File: src/rtl/inst_buffer_pkg.sv
// Shared codes for the fetch/issue handshake around the instruction buffer.
// Occupancy codes go to issue; issue-mode codes come back from issue.
package inst_buffer_pkg;

    // Occupancy code presented to issue
    localparam logic [1:0] HaveNoInst  = 2'b00;
    localparam logic [1:0] HaveOneInst = 2'b01;
    localparam logic [1:0] HaveTwoInst = 2'b10;

    // Issue mode returned by issue
    localparam logic [1:0] NoIssue     = 2'b00;
    localparam logic [1:0] SingleIssue = 2'b01;
    localparam logic [1:0] DoubleIssue = 2'b10;

    // Entries consumed by an issue mode; the reserved code retires nothing.
    function automatic logic [1:0] issue_to_count(input logic [1:0] mode);
        logic [1:0] n;
        n = 2'd0;
        case (mode)
            SingleIssue: n = 2'd1;
            DoubleIssue: n = 2'd2;
            default:     n = 2'd0;
        endcase
        return n;
    endfunction

    // Bundles offered by fetch; the reserved value 3 offers nothing.
    function automatic logic [1:0] fetch_to_count(input logic [1:0] cnt);
        logic [1:0] n;
        n = 2'd0;
        case (cnt)
            2'd1:    n = 2'd1;
            2'd2:    n = 2'd2;
            default: n = 2'd0;
        endcase
        return n;
    endfunction

endpackage

File: src/rtl/inst_buffer.sv
// Circular instruction queue between fetch and issue.
// Takes up to two bundles per cycle, shows the oldest two to issue and
// retires 0/1/2 per cycle. Flush empties it.
// Optional build macro INSTBUFFER_PERF_EN adds saturating empty/full
// cycle counters (empty_cycles_o, full_cycles_o).
module inst_buffer
    import inst_buffer_pkg::*;
#(
    parameter int unsigned DEPTH = 16,
    parameter int unsigned WIDTH = 131
) (
    input  logic             clk,
    input  logic             rst,
    input  logic             flush_i,
    input  logic [1:0]       fetch_count_i,
    input  logic [WIDTH-1:0] fetch_inst1_bus_i,
    input  logic [WIDTH-1:0] fetch_inst2_bus_i,
    output logic             full_o,
    input  logic [1:0]       issue_mode_i,
    output logic [1:0]       instbuffer_count_o,
    output logic [WIDTH-1:0] inst1_bus_o,
    output logic [WIDTH-1:0] inst2_bus_o
`ifdef INSTBUFFER_PERF_EN
    ,
    output logic [31:0]      empty_cycles_o,
    output logic [31:0]      full_cycles_o
`endif
);

    localparam int unsigned AW = $clog2(DEPTH);

    localparam logic [AW:0] OCC_ZERO   = '0;
    localparam logic [AW:0] OCC_ONE    = (AW+1)'(1);
    localparam logic [AW:0] OCC_TWO    = (AW+1)'(2);
    // Full means fewer than two free slots, so a 2-wide push can never overflow.
    localparam logic [AW:0] FULL_LIMIT = (AW+1)'(DEPTH - 2);

    logic [WIDTH-1:0] mem [DEPTH];

    logic [AW-1:0] head_q, head_d;
    logic [AW-1:0] tail_q, tail_d;
    logic [AW:0]   occ_q, occ_d;
    logic          full_q, full_d;

    logic [1:0]    offer_n;
    logic [1:0]    issue_n;
    logic [AW:0]   push_cnt;
    logic [AW:0]   pop_cnt;
    logic          wr_first;
    logic          wr_second;
    logic [AW-1:0] tail_p1;

    // Read the entry at head+offset; the pointer sum wraps at DEPTH.
    function automatic logic [WIDTH-1:0] read_at(input logic [AW-1:0] base,
                                                 input logic [AW-1:0] offset);
        logic [AW-1:0] idx;
        idx = base + offset;
        return mem[idx];
    endfunction

    // Decode push/pop amounts; push is dropped entirely while full, pop is clamped.
    always_comb begin
        offer_n  = fetch_to_count(fetch_count_i);
        issue_n  = issue_to_count(issue_mode_i);
        push_cnt = full_q ? OCC_ZERO : (AW+1)'(offer_n);
        pop_cnt  = ((AW+1)'(issue_n) > occ_q) ? occ_q : (AW+1)'(issue_n);
        tail_p1  = tail_q + AW'(1);
        wr_first  = !flush_i && (push_cnt != OCC_ZERO);
        wr_second = !flush_i && (push_cnt == OCC_TWO);
    end

    // Next-state for pointers, occupancy and the registered full flag.
    always_comb begin
        head_d = head_q;
        tail_d = tail_q;
        occ_d  = occ_q;
        full_d = full_q;
        if (flush_i) begin
            head_d = '0;
            tail_d = '0;
            occ_d  = '0;
            full_d = 1'b0;
        end else begin
            head_d = head_q + pop_cnt[AW-1:0];
            tail_d = tail_q + push_cnt[AW-1:0];
            occ_d  = occ_q + push_cnt - pop_cnt;
            full_d = (occ_d > FULL_LIMIT);
        end
    end

    // Pointer/occupancy state with synchronous reset.
    always_ff @(posedge clk) begin
        if (rst) begin
            head_q <= '0;
            tail_q <= '0;
            occ_q  <= '0;
            full_q <= 1'b0;
        end else begin
            head_q <= head_d;
            tail_q <= tail_d;
            occ_q  <= occ_d;
            full_q <= full_d;
        end
    end

    // Storage writes; the array itself is never reset, pointers gate visibility.
    always_ff @(posedge clk) begin
        if (wr_first) begin
            mem[tail_q] <= fetch_inst1_bus_i;
        end
        if (wr_second) begin
            mem[tail_p1] <= fetch_inst2_bus_i;
        end
    end

    // Issue-side view: occupancy code and the two oldest entries, zeroed when absent.
    always_comb begin
        instbuffer_count_o = HaveNoInst;
        inst1_bus_o        = '0;
        inst2_bus_o        = '0;
        if (occ_q >= OCC_TWO) begin
            instbuffer_count_o = HaveTwoInst;
        end else if (occ_q == OCC_ONE) begin
            instbuffer_count_o = HaveOneInst;
        end
        if (occ_q != OCC_ZERO) begin
            inst1_bus_o = read_at(head_q, AW'(0));
        end
        if (occ_q >= OCC_TWO) begin
            inst2_bus_o = read_at(head_q, AW'(1));
        end
    end

    assign full_o = full_q;

`ifdef INSTBUFFER_PERF_EN
    logic [31:0] empty_cycles_q;
    logic [31:0] full_cycles_q;

    // Saturating occupancy statistics; only reset clears them, flush does not.
    always_ff @(posedge clk) begin
        if (rst) begin
            empty_cycles_q <= '0;
            full_cycles_q  <= '0;
        end else begin
            if ((occ_q == OCC_ZERO) && (empty_cycles_q != 32'hFFFF_FFFF)) begin
                empty_cycles_q <= empty_cycles_q + 32'd1;
            end
            if (full_q && (full_cycles_q != 32'hFFFF_FFFF)) begin
                full_cycles_q <= full_cycles_q + 32'd1;
            end
        end
    end

    assign empty_cycles_o = empty_cycles_q;
    assign full_cycles_o  = full_cycles_q;
`endif

endmodule

File: config.mk
export PLATFORM = sky130hd
export DESIGN_NAME = inst_buffer
export DESIGN_NICKNAME = d
export VERILOG_FILES = /design/src/rtl/inst_buffer_pkg.sv /design/src/rtl/inst_buffer.sv
export SDC_FILE = /design/constraint.sdc
export NUM_CORES = 2
export LEC_CHECK = 0
export CAP_MARGIN = 5
export CORE_ASPECT_RATIO = 0.9
export CORE_UTILIZATION = 45
export CTS_BUF_LIST = sky130_fd_sc_hd__clkbuf_4
export CTS_CLUSTER_SIZE = 25
export DETAILED_ROUTE_END_ITERATION = 7
export PLACE_DENSITY = 0.65
export SLEW_MARGIN = 10
export SYNTH_ARGS = -nofsm -noshare
export SYNTH_HDL_FRONTEND = slang
export SYNTH_SLANG_ARGS = --single-unit
File: constraint.sdc
create_clock -name clk -period 18.1 [get_ports clk]
set_input_delay 3.62 -clock clk [delete_from_list [all_inputs] [get_ports clk]]
set_output_delay 3.62 -clock clk [all_outputs]
set_load 0.005 [all_outputs]
==> results.yml <==
sta:
  hold_viol: 0
  setup_viol: 0
  relSlewSlack_pct: 9.08
  rsz0062_at_grt: "no"
  clock.fmax_ghz: 0.0921
  slew_violations: 0
  skew_ps: 103
  fin_tns_setup_ps: 0
  min_period_ps: 10850
  fin_crit_sh_pct: 60.0
  worstMarginPinSlew_ps: 1360
global_route:
  grt_pass1_wl_mm: 627
  grt_pass1_vias: 87890
  grtUsageTotal_pct: 31.0
  grt_overflow: 0
  antenna_found_initial: 106
  met3_usage_pct: 7.60
  grt_use_met1_pct: 41.1
  grt_max_degree: 160
  use_met2_pct: 47.9
  grt-busiest-layer: "met2"
place:
  place_area_sq_mm: 0.133
  routabilityCongestion: 0.805
  dp_hpwl_mm: 224
  port_buffers: 533
logic_synthesis:
  synth.distinct_cells: 44
  postSynthCellCount: 8596
  syn_nets: 8882
  synth.area.top_cells: "edfxtp_1 (50%), mux2_2 (24%), mux4_2 (9.4%)"
  synthArstFlopShare_pct: 0
  avgSynthCellArea_sq_um: 14.5
  synth_enable_flop_cells: 2096
  yosys_warnings: 0
  synth_top_area_share_pct: 50.4
  ys_ff_latch: 2110
  seq_area_frac_synth_pct: 50.6
  synth_ff_type: "edfxtp_1"
  post-synth-top-count-cell: "mux2_2"
  post-synth-top-area-cell: "edfxtp_1"
  syn_area_sq_mm: 0.125
  synth_common_cells: "mux2_2 (2,634), edfxtp_1 (2,096), mux2i_1 (656), clkbuf_1 (630), nand3_1 (529)"
cells_and_area:
  layout.nets: 9175
  areaGrowthSynthToFinish_pct: 12.3
  design_area_sq_mm: 0.140
  layout-drive-gt1-share_pct: 45.9
  fin_util_pct: 50.8
worst_setup_path:
  crit_required_ps: 14480
  worstPathMaxFanout: 159
  endpoint_kind: "output port"
  cp-start-kind: "flip-flop"
  path_class: "flip-flop to output port"
  critPathArrivalTime_ps: 7230
clock_network:
  cts_tree: "yes"
  clockBufferDepth: 4
  clkSinkCount: 2110
  cts-htree-levels: 6
  cts_hold_buffers: 0
  root_buffer: "clkbuf_4"
  numCtsBuffers: 594
  cts_resized: 0
  clock_latency_ps: 1430
  clk_pin_slew_ps: 70
  post_cts_buffers: 0
route:
  vias: 87103
  drc: 2
  via_per_inst: 6.67
  wl_per_cell_um: 34.1
  routed_wl_mm: 446
  drt_first_pass_iters: 5
  drt_iter0_markers: 10413
  antenna_left: 0
die:
  initial_core_util_pct: 45.3
  die_x_um: 557
  fp.dieH_um: 502
  die_area_sq_mm: 0.280
  core_sq_mm: 0.276
  rows: 183
  io_pins: 534
outcome:
  status: "finished, violations left"
  violations: "DRC"
hold_path:
  hp-class: "flip-flop to flip-flop"
job:
  drv_cap: 0
power:
  p_leak_nw: 44.4
  power_frac_comb_pct: 29.2
  p_per_area_mw_per_mm2: 100
  p_sw_share_pct: 32.2
  ir_worst_vdd_uv: 104
  p_clk_share_pct: 31.7
  power_mw: 14.0
  internal-power_mw: 9.51
  p_sw_mw: 4.52
  power_frac_seq_pct: 39.1
power by group through the flow:
| stage | registers [mW] | clock network (mW) | logic, mW |
|---|---|---|---|
| 6_report | 5.49 | 4.45 | 4.09 |
| 5_1_grt | 5.50 | 4.74 | 4.24 |
| 4_1_cts | 5.49 | 4.51 | 4.04 |
| 3_5_place_dp | 5.60 | 0 | 4.02 |
| 3_3_place_gp | 5.59 | 0 | 3.99 |
| 2_1_floorplan | 5.59 | 0 | 2.13 |
routing by layer:
layer  vias to the layer above  routed length [um]  share of wire, %
met1                     44790              172000                39
met2                      5625              202000                45
met4                       106               20100               4.5
met3                      1202               50700                11
met5                         -                 639              0.14
li1                      35380                   -                 -
worst paths after layout:
kind | startpoint | endpoint | slack, ps | cells after the start
worst max-delay path | head_q[0] | inst2_bus_o[122] | 7250 | 8
worst max register to register | tail_q[0] | mem[14][85] | 12660 | 6
worst min-delay path | head_q[3] | head_q[3] | 650 | 2
worst min register to register | head_q[3] | head_q[3] | 650 | 2
registers in the layout, summed over array words and instances (netlist names):
register,count
tail_q,4
occ_q,5
full_o,1
head_q,4
mem,2096
final cells by class:
type,instances,area (sq um)
Tap cell,3700,4630
Multi-Input combinational cell,5473,58000
Timing Repair Buffer,699,6890
Clock buffer,829,6220
Antenna cell,47,118
Sequential cell,2110,63200
Fill cell,23471,136000
Inverter,11,48.8
Clock inverter,186,1140
worst max-delay path: stages (launching register included):
cell and delay [ps]:
dfxtp_4 970, ha_4 820, buf_12 620, buf_4 800, buf_4 770, mux2_2 290
o22ai_1 70, o32ai_1 660, clkdlybuf4s50_1 630
placed cells by master (no fill, tap or decap), drive strengths merged, types with 2 or more instances in the layout:
cell / synthesis / final
clkbuf: 630 / 829
ha: 13 / 13
mux2: 2648 / 2648
xor2: 5 / 5
o21ai: 40 / 40
and2: 7 / 7
clkdlybuf4s50: 0 / 533
clkinv: 0 / 145
dfxtp: 14 / 14
a21oi: 5 / 5
buf: 372 / 166
edfxtp: 2096 / 2096
nor4: 2 / 2
mux4: 524 / 524
fa: 4 / 4
o21bai: 5 / 5
nand3: 530 / 530
o22ai: 262 / 262
mux2i: 656 / 656
clkinvlp: 0 / 9
nor2: 14 / 14
inv: 11 / 33
diode: 0 / 47
xnor2: 7 / 7
bufinv: 0 / 10
nand4: 132 / 132
nor2b: 7 / 7
or2: 2 / 2
nand2b: 3 / 3
o2bb2ai: 103 / 103
nand2: 358 / 358
a21o: 3 / 3
o32ai: 132 / 132
per-stage QoR:
stage	setup slack (ps)	cells	hold slack [ps]
global placement	8500	11992	618
floorplan	3760	8596	527
CTS	6950	13007	643
detailed placement	8450	11992	625
global route	6860	13039	700
finish	7250	13055	648
logic make-up (layout without fill, tap and decap cells):
| family | Yosys count | after routing | synth area share (%) |
|---|---|---|---|
| other | 1 | 48 | 0.00300 |
| xor gates and xnor gates | 12 | 12 | 0.0841 |
| muxes | 3828 | 3828 | 38.6 |
| DFF | 2110 | 2110 | 50.6 |
| AOI/OAI and AO/OA | 554 | 554 | 3.22 |
| adders and majority gates | 17 | 17 | 0.194 |
| buffers and inverters | 1013 | 1725 | 3.31 |
| and+or+nand+nor | 1061 | 1061 | 4.05 |
(Power assumes the default switching activity.)
